===== src/rtl/uart_rx.sv =====
// uart_rx -- oversampling UART receiver.
//
// Recovers frames of the form: start bit (0), DATA_WIDTH data bits LSB
// first, an optional parity bit, and one stop bit (1). Each serial bit lasts
// PRESCALE clock cycles. The line is resynchronised through two flops, and
// every decision is made on the synchronised copy rx_s.
//
// Parameters:
//   PRESCALE    clock cycles per serial bit (even, >= 4)
//   DATA_WIDTH  data bits per frame
//
// Ports:
//   CLK            clock
//   RST            asynchronous active-low reset
//   RX_IN          serial line, asynchronous to CLK, idle high
//   Parity_Enable  1 = frame carries a parity bit (latched at start detect)
//   Parity_Type    0 = even, 1 = odd (latched at start detect)
//   P_DATA         last good received word
//   Data_Valid     one-cycle pulse when P_DATA is updated
//   Parity_Error   one-cycle pulse on parity mismatch
//   Stop_Error     one-cycle pulse when the stop bit is sampled 0
//   Busy           high from start detection until return to IDLE
//
// Build option:
//   UART_RX_MAJORITY_VOTE_EN  when defined, each bit is the 2-of-3 majority
//   of samples at PRESCALE/2-1, PRESCALE/2 and PRESCALE/2+1, decided at
//   PRESCALE/2+1. When undefined, one sample is taken at PRESCALE/2.

module uart_rx #(
  parameter int PRESCALE   = 8,
  parameter int DATA_WIDTH = 8
) (
  input  logic                  CLK,
  input  logic                  RST,
  input  logic                  RX_IN,
  input  logic                  Parity_Enable,
  input  logic                  Parity_Type,
  output logic [DATA_WIDTH-1:0] P_DATA,
  output logic                  Data_Valid,
  output logic                  Parity_Error,
  output logic                  Stop_Error,
  output logic                  Busy
);

  localparam int CNT_W = $clog2(PRESCALE);
  localparam int BIT_W = (DATA_WIDTH > 1) ? $clog2(DATA_WIDTH) : 1;

`ifdef UART_RX_MAJORITY_VOTE_EN
  localparam int SAMPLE_POS = PRESCALE / 2 + 1;
`else
  localparam int SAMPLE_POS = PRESCALE / 2;
`endif

  localparam logic [CNT_W-1:0] SAMPLE_PT = CNT_W'(SAMPLE_POS);
  localparam logic [CNT_W-1:0] EDGE_LAST = CNT_W'(PRESCALE - 1);
  localparam logic [BIT_W-1:0] BIT_LAST  = BIT_W'(DATA_WIDTH - 1);

  localparam logic [2:0] S_IDLE      = 3'd0;
  localparam logic [2:0] S_START     = 3'd1;
  localparam logic [2:0] S_DATA      = 3'd2;
  localparam logic [2:0] S_PARITY    = 3'd3;
  localparam logic [2:0] S_STOP      = 3'd4;
  localparam logic [2:0] S_WAIT_HIGH = 3'd5;

  logic                  sync1_q, sync2_q;
  logic                  rx_s;
  logic                  sample_bit;
  logic                  at_sample, at_wrap;

  logic [2:0]            state_q, state_d;
  logic [CNT_W-1:0]      edge_cnt_q, edge_cnt_d;
  logic [BIT_W-1:0]      bit_cnt_q, bit_cnt_d;
  logic [DATA_WIDTH-1:0] shift_q, shift_d;
  logic                  par_en_q, par_en_d;
  logic                  par_type_q, par_type_d;
  logic                  par_err_q, par_err_d;
  logic [DATA_WIDTH-1:0] pdata_q, pdata_d;
  logic                  dv_q, dv_d;
  logic                  pe_q, pe_d;
  logic                  se_q, se_d;
  logic                  busy_q, busy_d;

  // Two-flop synchronizer; reset to the idle line level so reset release
  // never looks like a start bit.
  always_ff @(posedge CLK or negedge RST) begin
    if (!RST) begin
      sync1_q <= 1'b1;
      sync2_q <= 1'b1;
    end else begin
      sync1_q <= RX_IN;
      sync2_q <= sync1_q;
    end
  end

  assign rx_s = sync2_q;

`ifdef UART_RX_MAJORITY_VOTE_EN
  // The two early samples are held here; the third is rx_s itself at the
  // decision point, so the vote is ready without an extra cycle.
  logic [1:0] vote_q;

  always_ff @(posedge CLK or negedge RST) begin
    if (!RST) begin
      vote_q <= 2'b11;
    end else begin
      if (edge_cnt_q == CNT_W'(SAMPLE_POS - 2)) vote_q[0] <= rx_s;
      if (edge_cnt_q == CNT_W'(SAMPLE_POS - 1)) vote_q[1] <= rx_s;
    end
  end

  assign sample_bit = (vote_q[0] & vote_q[1]) | (vote_q[0] & rx_s) | (vote_q[1] & rx_s);
`else
  assign sample_bit = rx_s;
`endif

  assign at_sample = (edge_cnt_q == SAMPLE_PT);
  assign at_wrap   = (edge_cnt_q == EDGE_LAST);

  always_comb begin
    state_d    = state_q;
    edge_cnt_d = edge_cnt_q;
    bit_cnt_d  = bit_cnt_q;
    shift_d    = shift_q;
    par_en_d   = par_en_q;
    par_type_d = par_type_q;
    par_err_d  = par_err_q;
    pdata_d    = pdata_q;
    busy_d     = busy_q;
    dv_d       = 1'b0;
    pe_d       = 1'b0;
    se_d       = 1'b0;

    // The bit-period counter free-runs in every state that times bits.
    if (state_q == S_START || state_q == S_DATA ||
        state_q == S_PARITY || state_q == S_STOP) begin
      edge_cnt_d = at_wrap ? '0 : edge_cnt_q + CNT_W'(1);
    end

    case (state_q)
      S_IDLE: begin
        edge_cnt_d = '0;
        bit_cnt_d  = '0;
        if (!rx_s) begin
          state_d    = S_START;
          busy_d     = 1'b1;
          par_en_d   = Parity_Enable;
          par_type_d = Parity_Type;
          par_err_d  = 1'b0;
        end
      end

      S_START: begin
        if (at_sample && sample_bit) begin
          state_d    = S_IDLE;
          edge_cnt_d = '0;
          busy_d     = 1'b0;
        end else if (at_wrap) begin
          state_d = S_DATA;
        end
      end

      S_DATA: begin
        if (at_sample) begin
          shift_d = {sample_bit, shift_q[DATA_WIDTH-1:1]};
        end
        if (at_wrap) begin
          if (bit_cnt_q == BIT_LAST) begin
            bit_cnt_d = '0;
            state_d   = par_en_q ? S_PARITY : S_STOP;
          end else begin
            bit_cnt_d = bit_cnt_q + BIT_W'(1);
          end
        end
      end

      S_PARITY: begin
        if (at_sample) begin
          par_err_d = sample_bit ^ (^shift_q) ^ par_type_q;
        end
        if (at_wrap) begin
          state_d = S_STOP;
        end
      end

      // Leaving at the sample point (half a bit early) leaves time to catch
      // a start bit that follows the stop bit with no idle gap.
      S_STOP: begin
        if (at_sample) begin
          edge_cnt_d = '0;
          if (sample_bit) begin
            state_d = S_IDLE;
            busy_d  = 1'b0;
            if (par_err_q) begin
              pe_d = 1'b1;
            end else begin
              pdata_d = shift_q;
              dv_d    = 1'b1;
            end
          end else begin
            state_d = S_WAIT_HIGH;
            se_d    = 1'b1;
            pe_d    = par_err_q;
          end
        end
      end

      // A held-low line (break) must rise before another start is accepted.
      S_WAIT_HIGH: begin
        edge_cnt_d = '0;
        if (rx_s) begin
          state_d = S_IDLE;
          busy_d  = 1'b0;
        end
      end

      default: begin
        state_d    = S_IDLE;
        edge_cnt_d = '0;
        bit_cnt_d  = '0;
        busy_d     = 1'b0;
      end
    endcase
  end

  always_ff @(posedge CLK or negedge RST) begin
    if (!RST) begin
      state_q    <= S_IDLE;
      edge_cnt_q <= '0;
      bit_cnt_q  <= '0;
      shift_q    <= '0;
      par_en_q   <= 1'b0;
      par_type_q <= 1'b0;
      par_err_q  <= 1'b0;
      pdata_q    <= '0;
      dv_q       <= 1'b0;
      pe_q       <= 1'b0;
      se_q       <= 1'b0;
      busy_q     <= 1'b0;
    end else begin
      state_q    <= state_d;
      edge_cnt_q <= edge_cnt_d;
      bit_cnt_q  <= bit_cnt_d;
      shift_q    <= shift_d;
      par_en_q   <= par_en_d;
      par_type_q <= par_type_d;
      par_err_q  <= par_err_d;
      pdata_q    <= pdata_d;
      dv_q       <= dv_d;
      pe_q       <= pe_d;
      se_q       <= se_d;
      busy_q     <= busy_d;
    end
  end

  assign P_DATA       = pdata_q;
  assign Data_Valid   = dv_q;
  assign Parity_Error = pe_q;
  assign Stop_Error   = se_q;
  assign Busy         = busy_q;

endmodule


===== config.mk =====
export PLATFORM = sky130hd
export DESIGN_NAME = uart_rx
export DESIGN_NICKNAME = d
export VERILOG_FILES = /design/src/rtl/uart_rx.sv
export SDC_FILE = /design/constraint.sdc
export NUM_CORES = 1
export LEC_CHECK = 0
export CORE_UTILIZATION = 35
export CTS_CLUSTER_SIZE = 10
export DETAILED_ROUTE_END_ITERATION = 6
export DONT_BUFFER_PORTS = 1
export PLACE_DENSITY_LB_ADDON = 0.25
export SKIP_CTS_REPAIR_TIMING = 1
export SLEW_MARGIN = 20
export SYNTH_ARGS = -nofsm -noshare
export SYNTH_HDL_FRONTEND = slang
export SYNTH_SLANG_ARGS = --single-unit

===== constraint.sdc =====
create_clock -name CLK -period 2.5 [get_ports CLK]
set_clock_uncertainty 0.15 [all_clocks]
set_input_delay 0.25 -clock CLK [delete_from_list [all_inputs] [get_ports CLK]]
set_output_delay 0.25 -clock CLK [all_outputs]
set_load 0.005 [all_outputs]

# After elaboration in Yosys (flattened, before gate mapping)
# Cells that the tools add are included.
# totals
ff_bits,34
input_bits,5
wordCells,93
# classes
addsub,2
n_eq_ne,17
muxes,38
bitwise_logic,6
reduce_logical,16
# op_table
op,n
3-bit two-way mux,16
3-bit case mux with 6 select lines,1
1-bit two-way mux,17
"3-bit equality test, second input constant",5
"2-bit != test, second input constant",6
3-bit case mux with 3 select lines,1
4-bit AND reduction,2
8-bit XOR reduction,1
7-bit AND reduction,1
"3-bit by 1-bit adder with 3-bit output, second input constant",2
"3-bit by 2-bit equality test with 1-bit output, second input constant",2
3-bit case mux with 2 select lines,1
2-bit AND reduction,3
1-bit case mux with 5 select lines,1
"2-bit by 1-bit != test with 1-bit output, second input constant",2
1-bit NOT,4
4-bit OR reduction,1
"3-bit by 1-bit equality test with 1-bit output, second input constant",1
3-bit zero test,1
1-bit logical OR,3
"3-bit by 2-bit != test with 1-bit output, second input constant",1
3-bit AND reduction,1
1-bit case mux with 2 select lines,1
2-bit nonzero test,1
other kinds (3),4

# Logic depth before layout (Yosys ltp)
# Gate-level depths: netlist of run 1.
# logic_depth
word_depth,7
mapped_depth,6

# Worst setup path after synthesis of run 1
# OpenSTA, ideal clock, no wires.
# synth_path
kind,reg2reg
from,register edge_cnt_q[0]
to,"register pdata_q[0], in the netlist P_DATA[0]"
setup_ns,0.125
arrival_ns,1.498
t_required_ns,2.225
setup_slack_ns,0.728
stages_incl_launch_ff,7
path_buffers,0
period_less_slack_ns,1.772
cell_sequence,dfrtp_1 -> inv_1 -> ha_1 -> nand2_1 -> and2b_2 -> nand3b_4 -> mux2_2
# synth_via
elab_chain_len,2
# synth_lines
item,line_no,text
start: declaration,71,"logic [CNT_W-1:0] edge_cnt_q, edge_cnt_d;"
start signal: assignment,241,edge_cnt_q <= edge_cnt_d;
3-bit equality test,116,assign at_sample = (edge_cnt_q == SAMPLE_PT);
4-bit AND reduction (no line),--,
end signal: assignment,247,pdata_q <= pdata_d;
end: declaration,77,"logic [DATA_WIDTH-1:0] pdata_q, pdata_d;"
# No other way between the ends.
# A chain may end at the register's enable or synchronous reset.

# Final worst setup path of run 1
# layout_path
from,register edge_cnt_q[0]
to,register state_q[0]
# layout_via
elab_chain_len,4
elab_cells_between_ends,10
classes_between,eq/ne: 6; mux: 2; reduce/logical: 2
# layout_lines
item,line_no,text
3-bit equality test,116,
1-bit logical AND,153,if (at_sample && sample_bit) begin
3-bit by 2-bit != test with 1-bit output (no line) / 3-bit two-way mux (equally long branches),--,
7-bit AND reduction (no line) / 3-bit case mux with 6 select lines (equally long branches),--,
end signal: assignment,240,state_q <= state_d;
end: declaration,70,"logic [2:0] state_q, state_d;"
# Parallel ways exist; a longest one is shown, timed or not.

==> impl.org, run 1 <==
** Layout
- Most used cells in the layout excluding fill and tap cells :: sky130_fd_sc_hd__dfrtp_1, sky130_fd_sc_hd__mux2_2, sky130_fd_sc_hd__o21ai_0, sky130_fd_sc_hd__inv_1, sky130_fd_sc_hd__clkbuf_8
- Finished Core Util :: 0.4195
- In the final layout, flip-flops and latches occupy between 800 and 900 µm².
- Area grow syn2layout :: 13.76%
- Of the cells placed in the final design, the portion with a size suffix greater than 1 is 0.2361.
- The number of antenna diodes in the final layout is 0.
- In the final layout, the multi-input gates occupy 718.2 µm².
- In the final design database the tool counted 153 nets.
- Final-layout fill cell count :: roughly 420
- Leaving out fill and tap cells, the most frequent cell in the layout is sky130_fd_sc_hd__dfrtp_1.

** Clocking
- Maximum clock path buffer count :: 2
- Clock tree from TritonCTS :: done
- The root buffer cell chosen for the clock tree is sky130_fd_sc_hd__clkbuf_8.
- Htree depth :: 2
- TritonCTS created 5 clock buffers.
- Number of clock sinks seen by CTS :: 34
- After clock tree synthesis, the clock-pin slew on the worst setup and hold paths is 0.07 ns.
- At the later pin of the worst-skew pair, clock insertion delay measures 0.28 ns.

** GRT
- The first global-routing pass estimated between 5000 and 6000 µm of wire.
- The number of antenna violations at the first check in global routing came to 0.
- For this run, the total global-route usage over all layers was measured as 0.1326.
- The number of global-route vias before repair came to 1068.
- Entering global routing, the biggest net connects 35 pins.
- Grt total ovfl :: 0

** Power and ir drop
- Of the total power, the share spent switching nets is 0.3243.
- In this run the power density over the cells is 938.4 mW/mm².
- Of the total power, combinational logic draws 0.297.
- In this run the power spent charging and discharging nets is 563.6 µW.
- Of the total power, the clock network draws 0.269.
- Pint :: between 1 and 1.5 mW
- The analysis attributes to cell leakage a power of 0.8945 nW.
- Maximum VDD drop :: between 300 and 400 µV
- The design draws about 1.7 mW.
- Flop pwr share :: 0.434

** Placement
- Port buffering added 0 buffers.
- Post-detail-place hpwl :: 1993 µm
- RD Place Congestion :: 0.9205

** Drt
- In the routed layout, each cell is associated on average with a via count of 5.270.
- The first detailed-routing pass took 4 iterations.
- Summed over all layers, the routed wires come to 2895 µm.
- After the first detailed-routing iteration, the DRC count stood at about 110.
- Drt wl/cell :: 14.77 µm
- After detailed routing, the number of remaining DRC violations is 0.
- In this run the remaining antenna-violating nets after routing total 0.
- The routed layout has 1033 vias.

** Yosys
- Yosys printed 0 warnings.
- The number of nets handed over by synthesis was 143.
- The synthesized netlist occupies a cell area of 0.001628 mm².
- Number of instances in the synthesized netlist :: 133
- Asr flop ratio synth :: 1.000
- The share of synthesized area in the top cell type comes to 0.4919.
- Average cell area after synthesis :: 12.24 µm²
- In this run, synthesis inferred 0 flip-flops with an integrated enable.
- Synthesis instantiated 38 different standard cells from the library.
- After synthesis the netlist holds a flip-flop and latch count of 34.
- Largest cells by area after synthesis :: sky130_fd_sc_hd__dfrtp_1, sky130_fd_sc_hd__mux2_2, sky130_fd_sc_hd__ha_1
- The largest total area in the synthesized netlist belongs to sky130_fd_sc_hd__dfrtp_1.
- In the synthesized netlist the dominant register cell turns out to be sky130_fd_sc_hd__dfrtp_1.
- The share of the Yosys chip area taken by registers is 0.5242.

** STA
- Max Transition Viols Final :: 0
- Setup repair after global routing missed its margin :: no
- Final Cycle Share :: 0.7895
- For the pin with the worst max-slew slack, the measured transition is roughly 0.57 ns.
- Normalized max-slew margin :: 0.6178
- FMAX :: 0.5066 GHz
- Number of hold-slack violations in the final timing report :: 0
- Setup violations remaining at the end of the flow were counted as 0.
- Post-route minimum period :: between 1.5 and 2 ns
- For the final routed database, the setup TNS stands at 0 ns.

** Floorplan
- Core box area :: approximately 0.0044 mm²
- The die covers 0.004927 mm².
- Num rows :: 24
- I/O pin count :: 17
- Starting density of the core :: 0.3688
- Die span in y :: around 70 µm
- Measured along the x axis, the die boundary spans 70.20 µm.

** Setup path
- Worst setup path start :: edge_cnt_q[0]
- In this run the critical register-to-register path is captured at state_q[0].
- Along the worst path, the maximum fanout reaches 9.
- The worst register-to-register path has a setup slack of 0.53 ns.
- Worst Path Arrival :: 2.03 ns
- Worst R2R Start :: edge_cnt_q[0]
- Capture point of the worst path :: state_q[0]
- The worst setup path is launched from a flop.
- Type of the worst setup path :: flop to flop
- STA classifies the critical path endpoint as a flop.
- Crit path required time :: 2.56 ns
- For the worst flop-to-flop path, the logic depth is 6.

** Status
- The run finished with clean final reports.

** Hold path
- Hold path depth :: 0
- In this run the worst hold path is classified as flop to flop.

** Job
- Max cap viols :: 0
## cell usage after synthesis (2+ instances only)
| master | number |
|---|---|
| sky130_fd_sc_hd__a22o_1 | 3 |
| sky130_fd_sc_hd__xnor2_1 | 6 |
| sky130_fd_sc_hd__nand2_1 | 7 |
| sky130_fd_sc_hd__a21oi_1 | 2 |
| sky130_fd_sc_hd__dfstp_2 | 2 |
| sky130_fd_sc_hd__buf_2 | 3 |
| sky130_fd_sc_hd__nor2b_1 | 3 |
| sky130_fd_sc_hd__and2_1 | 3 |
| sky130_fd_sc_hd__o311ai_0 | 2 |
| sky130_fd_sc_hd__nor3_1 | 2 |
| sky130_fd_sc_hd__mux2i_1 | 2 |
| sky130_fd_sc_hd__dfrtp_1 | 32 |
| sky130_fd_sc_hd__ha_1 | 5 |
| sky130_fd_sc_hd__mux2_2 | 17 |
| sky130_fd_sc_hd__a22oi_1 | 4 |
| sky130_fd_sc_hd__o21ai_0 | 9 |
| sky130_fd_sc_hd__inv_1 | 8 |
| sky130_fd_sc_hd__nor2_1 | 3 |
## sequential cells by signal (all words and copies together), names as in the netlist, 3 cells and up
register and flops:
bit_cnt_q 3, shift_q 8, edge_cnt_q 3, P_DATA 8, state_q 3
## routing by layer
layer / global-route usage / wire (µm) / up-vias
met1: 0.1784 / 1460 / 504
met5: 0 / 0 / -
met4: 0.08444 / 81 / 0
met2: 0.1838 / 1221 / 25
li1: - / - / 495
met3: 0.04040 / 131 / 9
## worst min path at each step
stage / startpoint / end / slack [ns]
2_1_floorplan: RST / Busy / -0.20
3_5_place_dp: RST / Parity_Error / -0.19
4_1_cts: RST / Busy / -0.51
5_1_grt: sync1_q / rx_s / 0.21
3_3_place_gp: RST / par_type_q / -0.19
6_report: sync1_q / rx_s / 0.21
## cells by family (layout without fill, tap and decap cells)
group	after synthesis	count (layout)	synth area share
buffers and inverters	12	23	0.03459
flip-flops	34	34	0.5242
multiplexers	19	19	0.1299
AND/OR/NAND/NOR	29	29	0.1107
XOR/XNOR	8	8	0.05150
AO/OA/AOI/OAI	26	26	0.1107
adder cells (fa/ha/maj)	5	5	0.03843
## cell type report
class                   count  area share
multi-input cells          87      0.3878
repair buffers              7     0.04054
flip-flops and latches     34      0.4608
inverters                   8     0.01622
clock buffers               8     0.05946
well taps                  52     0.03514
## through the flow
| stage | hold slack [ns] | worst slack, ns | area [µm²] | instances |
|---|---|---|---|---|
| finish | 0.2053 | 0.5262 | 1852 | 196 |
| global route | 0.2134 | 0.3335 | 1852 | 196 |
| CTS | -0.5068 | 0.5155 | 1792 | 191 |
| detailed placement | -0.1948 | 0.5144 | 1682 | 183 |
| global placement | -0.1946 | 0.5956 | 1682 | 183 |
| floorplan | -0.1956 | 0.7278 | 1628 | 133 |
## power by group through the flow
stage / Sequential, mW / Combinational [mW] / Clock (mW)
after floorplan: 0.702 / 0.443 / 0
after global placement: 0.759 / 0.484 / 0
after detailed placement: 0.762 / 0.495 / 0
after CTS: 0.753 / 0.501 / 0.484
after global routing: 0.768 / 0.595 / 0.504
final: 0.755 / 0.516 / 0.467
## worst max-delay path, cell delays in order (launching register included)
cell	delay (ns)
sky130_fd_sc_hd__dfrtp_1	0.34
sky130_fd_sc_hd__inv_1	0.05
sky130_fd_sc_hd__ha_1	0.22
sky130_fd_sc_hd__nand2_1	0.26
sky130_fd_sc_hd__nor3_1	0.10
sky130_fd_sc_hd__o311ai_0	0.52
sky130_fd_sc_hd__mux2i_1	0.26
(Power assumes the default switching activity.)
==> run 2, diff against run 1 <==
Clock period 2.5 ns to 1.7 ns, I/O delays scaled along.
==> run 2 against run 1 <==
  * The run now ends with negative setup slack left
  * Hold slack worse by 0.0048 ns
  * Register-to-register slack worse by 0.53 ns
  * Sequential power up 42%
  * Die area unchanged
  * Count of clock-buffer cells in the layout down 2
  * Fmax up 16%
  * Wire length up 18%
  * Non-clock buffer count up 17
  * Critical path type unchanged
==> impl.org, run 2 (synthesized netlist as in run 1, its figures left out) <==
** Layout
- The count of placed standard cells in the final layout, fillers left out is 214 (+9.2%).
- Commonest non-fill, non-tap cell in the layout :: sky130_fd_sc_hd__dfrtp_1
- The layout cell share with drive strength beyond 1 was 0.3827 (+0.1466).
- Number of diodes added for antenna fixing :: 0 (unchanged)
- The final design utilization is 0.4666 (+0.04705).
- Relative to the synthesized area, the layout overhead comes to 26.52%.
- Most used cells in the layout excluding fill and tap cells :: sky130_fd_sc_hd__dfrtp_1, sky130_fd_sc_hd__mux2_2, sky130_fd_sc_hd__buf_4, sky130_fd_sc_hd__o21ai_0
- Post-layout nets :: 171 (+12%)

** Clocking
- The clock latency at the later pin of the worst-skew pair came to 0.29 ns (about the same).
- The number of clock buffers inserted by TritonCTS is 5 (unchanged).
- Clock transition at path regs :: 0.07 ns (about the same)
- The clock sink count was 34 (unchanged).
- The total number of H-tree levels is 2 (unchanged).
- Clock tree from TritonCTS :: done
- Clk Tree Root Cell :: sky130_fd_sc_hd__clkbuf_8
- The largest buffer count on any clock path came to 2 (unchanged).

** STA
- The maximum clock rate was 0.5876 GHz (+16%).
- The remaining max-slew budget at the tightest pin was 0.7553 (+0.1375).
- Max Transition Viols Final :: 0 (unchanged)
- The worst path setup slack after routing was -0.001881 ns (-0.5280 ns).
- The post-route fraction of the period consumed by the critical path was 1.001 (+0.2116).
- The total negative slack for setup checks came to -0.004715 ns (-0.004715 ns).
- Setup repair after global routing missed its margin :: yes
- Finish-stage setup viols :: 3 (+3)
- The clock period minus final worst setup slack came to 1.702 ns (-0.2720 ns).
- Number of hold-slack violations in the final timing report :: 0 (unchanged)
- The slew at the pin with the worst max-slew slack came to 0.3643 ns (-0.2018 ns).

** GRT
- Initial antenna violation count :: 0 (unchanged)
- Largest net degree at the start of global routing :: 35 (unchanged)
- Most crowded layer after global routing :: met2
- The global-route track usage on met3 is 0.05195 (+0.01154).
- Grt total ovfl :: 0 (unchanged)
- Global-route usage over all layers :: 0.1479 (+0.01533)
- The met1 layer usage reported by global route is 0.1810 (+0.002605).
- The global-route wire length before repair was 5616 µm (+12%).
- Vias in the first global route :: 1191 (+12%)
- The met2 routing resource usage after global routing is 0.2286 (+0.04487).

** Power and ir drop
- The largest voltage drop on the vdd net is 457.1 µV (+33%).
- The static leakage was 0.9988 nW (+12%).
- The fraction of power spent switching nets is 0.3427 (+0.01838).
- Pint :: 1.849 mW (+57%)
- Power Dens Cells :: 1366 mW/mm² (+46%)
- The switching power came to 963.8 µW (+71%).
- The sequential group share of total power is 0.382 (-0.052).
- Clock network power share :: 0.219 (-0.050)
- The power share of the combinational group was 0.399 (+0.102).

** Drt
- DRC errors left :: 0 (unchanged)
- Count of routing violations after the opening detailed-route iteration :: 106 (-1.9%)
- Total via count after detailed routing :: 1110 (+7.5%)
- The via density per instance was 5.187 (-1.6%).
- The total detailed-routing wirelength is 3412 µm (+18%).
- The detailed-routing iteration count for the pre-antenna-repair pass came to 4 (unchanged).
- Drt wl/cell :: 15.94 µm (+7.9%)
- Post-route ant nets :: 0 (unchanged)

** Status
- Result of the run :: finished, violations left
- The checks that failed: negative setup slack.

** Setup path
- Worst Reg2Reg Path Length in Cells :: 6 (unchanged)
- Chain of cells forming the critical path :: inv_2, ha_4, nand2_4, and2b_2, nand3b_4, mux2_2
- Kind of launch point of the worst setup path :: flop
- The slowest stage of the critical path belongs to the cell sky130_fd_sc_hd__dfrtp_1.
- Worst R2R Start :: edge_cnt_q[1]
- The data arrival time of the worst path is 1.72 ns (-0.31 ns).
- In this run the critical register-to-register path is captured at P_DATA[7].
- Crit path required time :: 1.72 ns (-0.84 ns)
- Type of the worst setup path :: flop to flop
- The worst reg-to-reg setup slack came to -0.002 ns (-0.53 ns).
- Max stage delay on crit path :: 0.37 ns (-0.15 ns)
- Type of element capturing the critical path :: flop
- The highest net fanout along the worst path was 5 (-4).

** Floorplan
- The placeable core region was 0.004414 mm² (unchanged).
- The standard-cell row count is 24 (unchanged).
- Die span in y :: 70.20 µm (unchanged)
- Horiz. Die Dim :: 70.20 µm (unchanged)
- Die Area :: 0.004927 mm² (unchanged)
- The starting density of the core was 0.3688 (unchanged).
- The number of top-level pins came to 17 (unchanged).

** Hold path
- Hold Crit Class :: primary input to asynchronous set/reset pin

** Placement
- Port bufs :: 0 (unchanged)
- Post-detail-place hpwl :: 2355 µm (+18%)
- The number of placed instances, taps included came to 198 (+8.2%).
- The routability congestion estimate from global placement came to 0.9165 (-0.43%).

** Job
- Max cap viols :: 0 (unchanged)
==> run 2: worst max-delay path, delay by kind of cell (launching register included) <==
kind | cells | cell delay (ns)
AND/OR/NAND/NOR | 3 | 0.50
flip-flops | 1 | 0.37
multiplexers | 1 | 0.34
adder cells (fa/ha/maj) | 1 | 0.16
buffers and inverters | 1 | 0.05
==> run 2: worst max-delay path by stage <==
stage | from | to | slack, ns | cells past startpoint
2_1_floorplan | edge_cnt_q[0] | P_DATA[0] | 0.005 | 6
3_3_place_gp | edge_cnt_q[0] | P_DATA[7] | -0.05 | 6
3_5_place_dp | edge_cnt_q[0] | state_q[0] | -0.10 | 7
4_1_cts | edge_cnt_q[0] | state_q[0] | -0.12 | 6
5_1_grt | edge_cnt_q[1] | state_q[0] | -0.08 | 7
6_report | edge_cnt_q[1] | P_DATA[7] | -0.002 | 6
==> run 2: metrics by stage <==
| step | cell area (µm²) | hold slack (ns) | setup slack, ns | total power [mW] |
|---|---|---|---|---|
| finish | 2059 | 0.2005 | -0.001881 | 2.813 |
| global route | 2059 | 0.2001 | -0.08263 | 3.007 |
| CTS | 1904 | -0.5924 | -0.1155 | 2.685 |
| detailed placement | 1809 | -0.2748 | -0.1038 | 2.055 |
| global placement | 1809 | -0.2747 | -0.04775 | 2.015 |
| floorplan | 1630 | -0.2756 | 0.005335 | 1.692 |
==> run 2: layout make-up <==
type,instances,area [µm²]
clock buffer,6,82.58
inverter,8,30.03
sequential,34,853.3
timing repair buffer,24,222.7
tap,52,65.06
fill,405,2355
multi-input combinational,88,793.3
clock inverter,2,12.51
==> run 2: metal layers <==
| layer | vias to the layer above | part of all wire |
|---|---|---|
| met4 | 0 | 0.021 |
| li1 | 532 | - |
| met1 | 547 | 0.47 |
| met2 | 21 | 0.47 |
| met3 | 10 | 0.037 |
| met5 | - | 0 |
==> run 2: power by group through the flow <==
stage | combinational, mW | clock [mW] | sequential [mW]
after floorplan | 0.657 | 0 | 1.03
after global placement | 0.948 | 0 | 1.07
after detailed placement | 0.982 | 0 | 1.07
after CTS | 0.985 | 0.640 | 1.06
after global routing | 1.23 | 0.679 | 1.09
final | 1.12 | 0.616 | 1.07
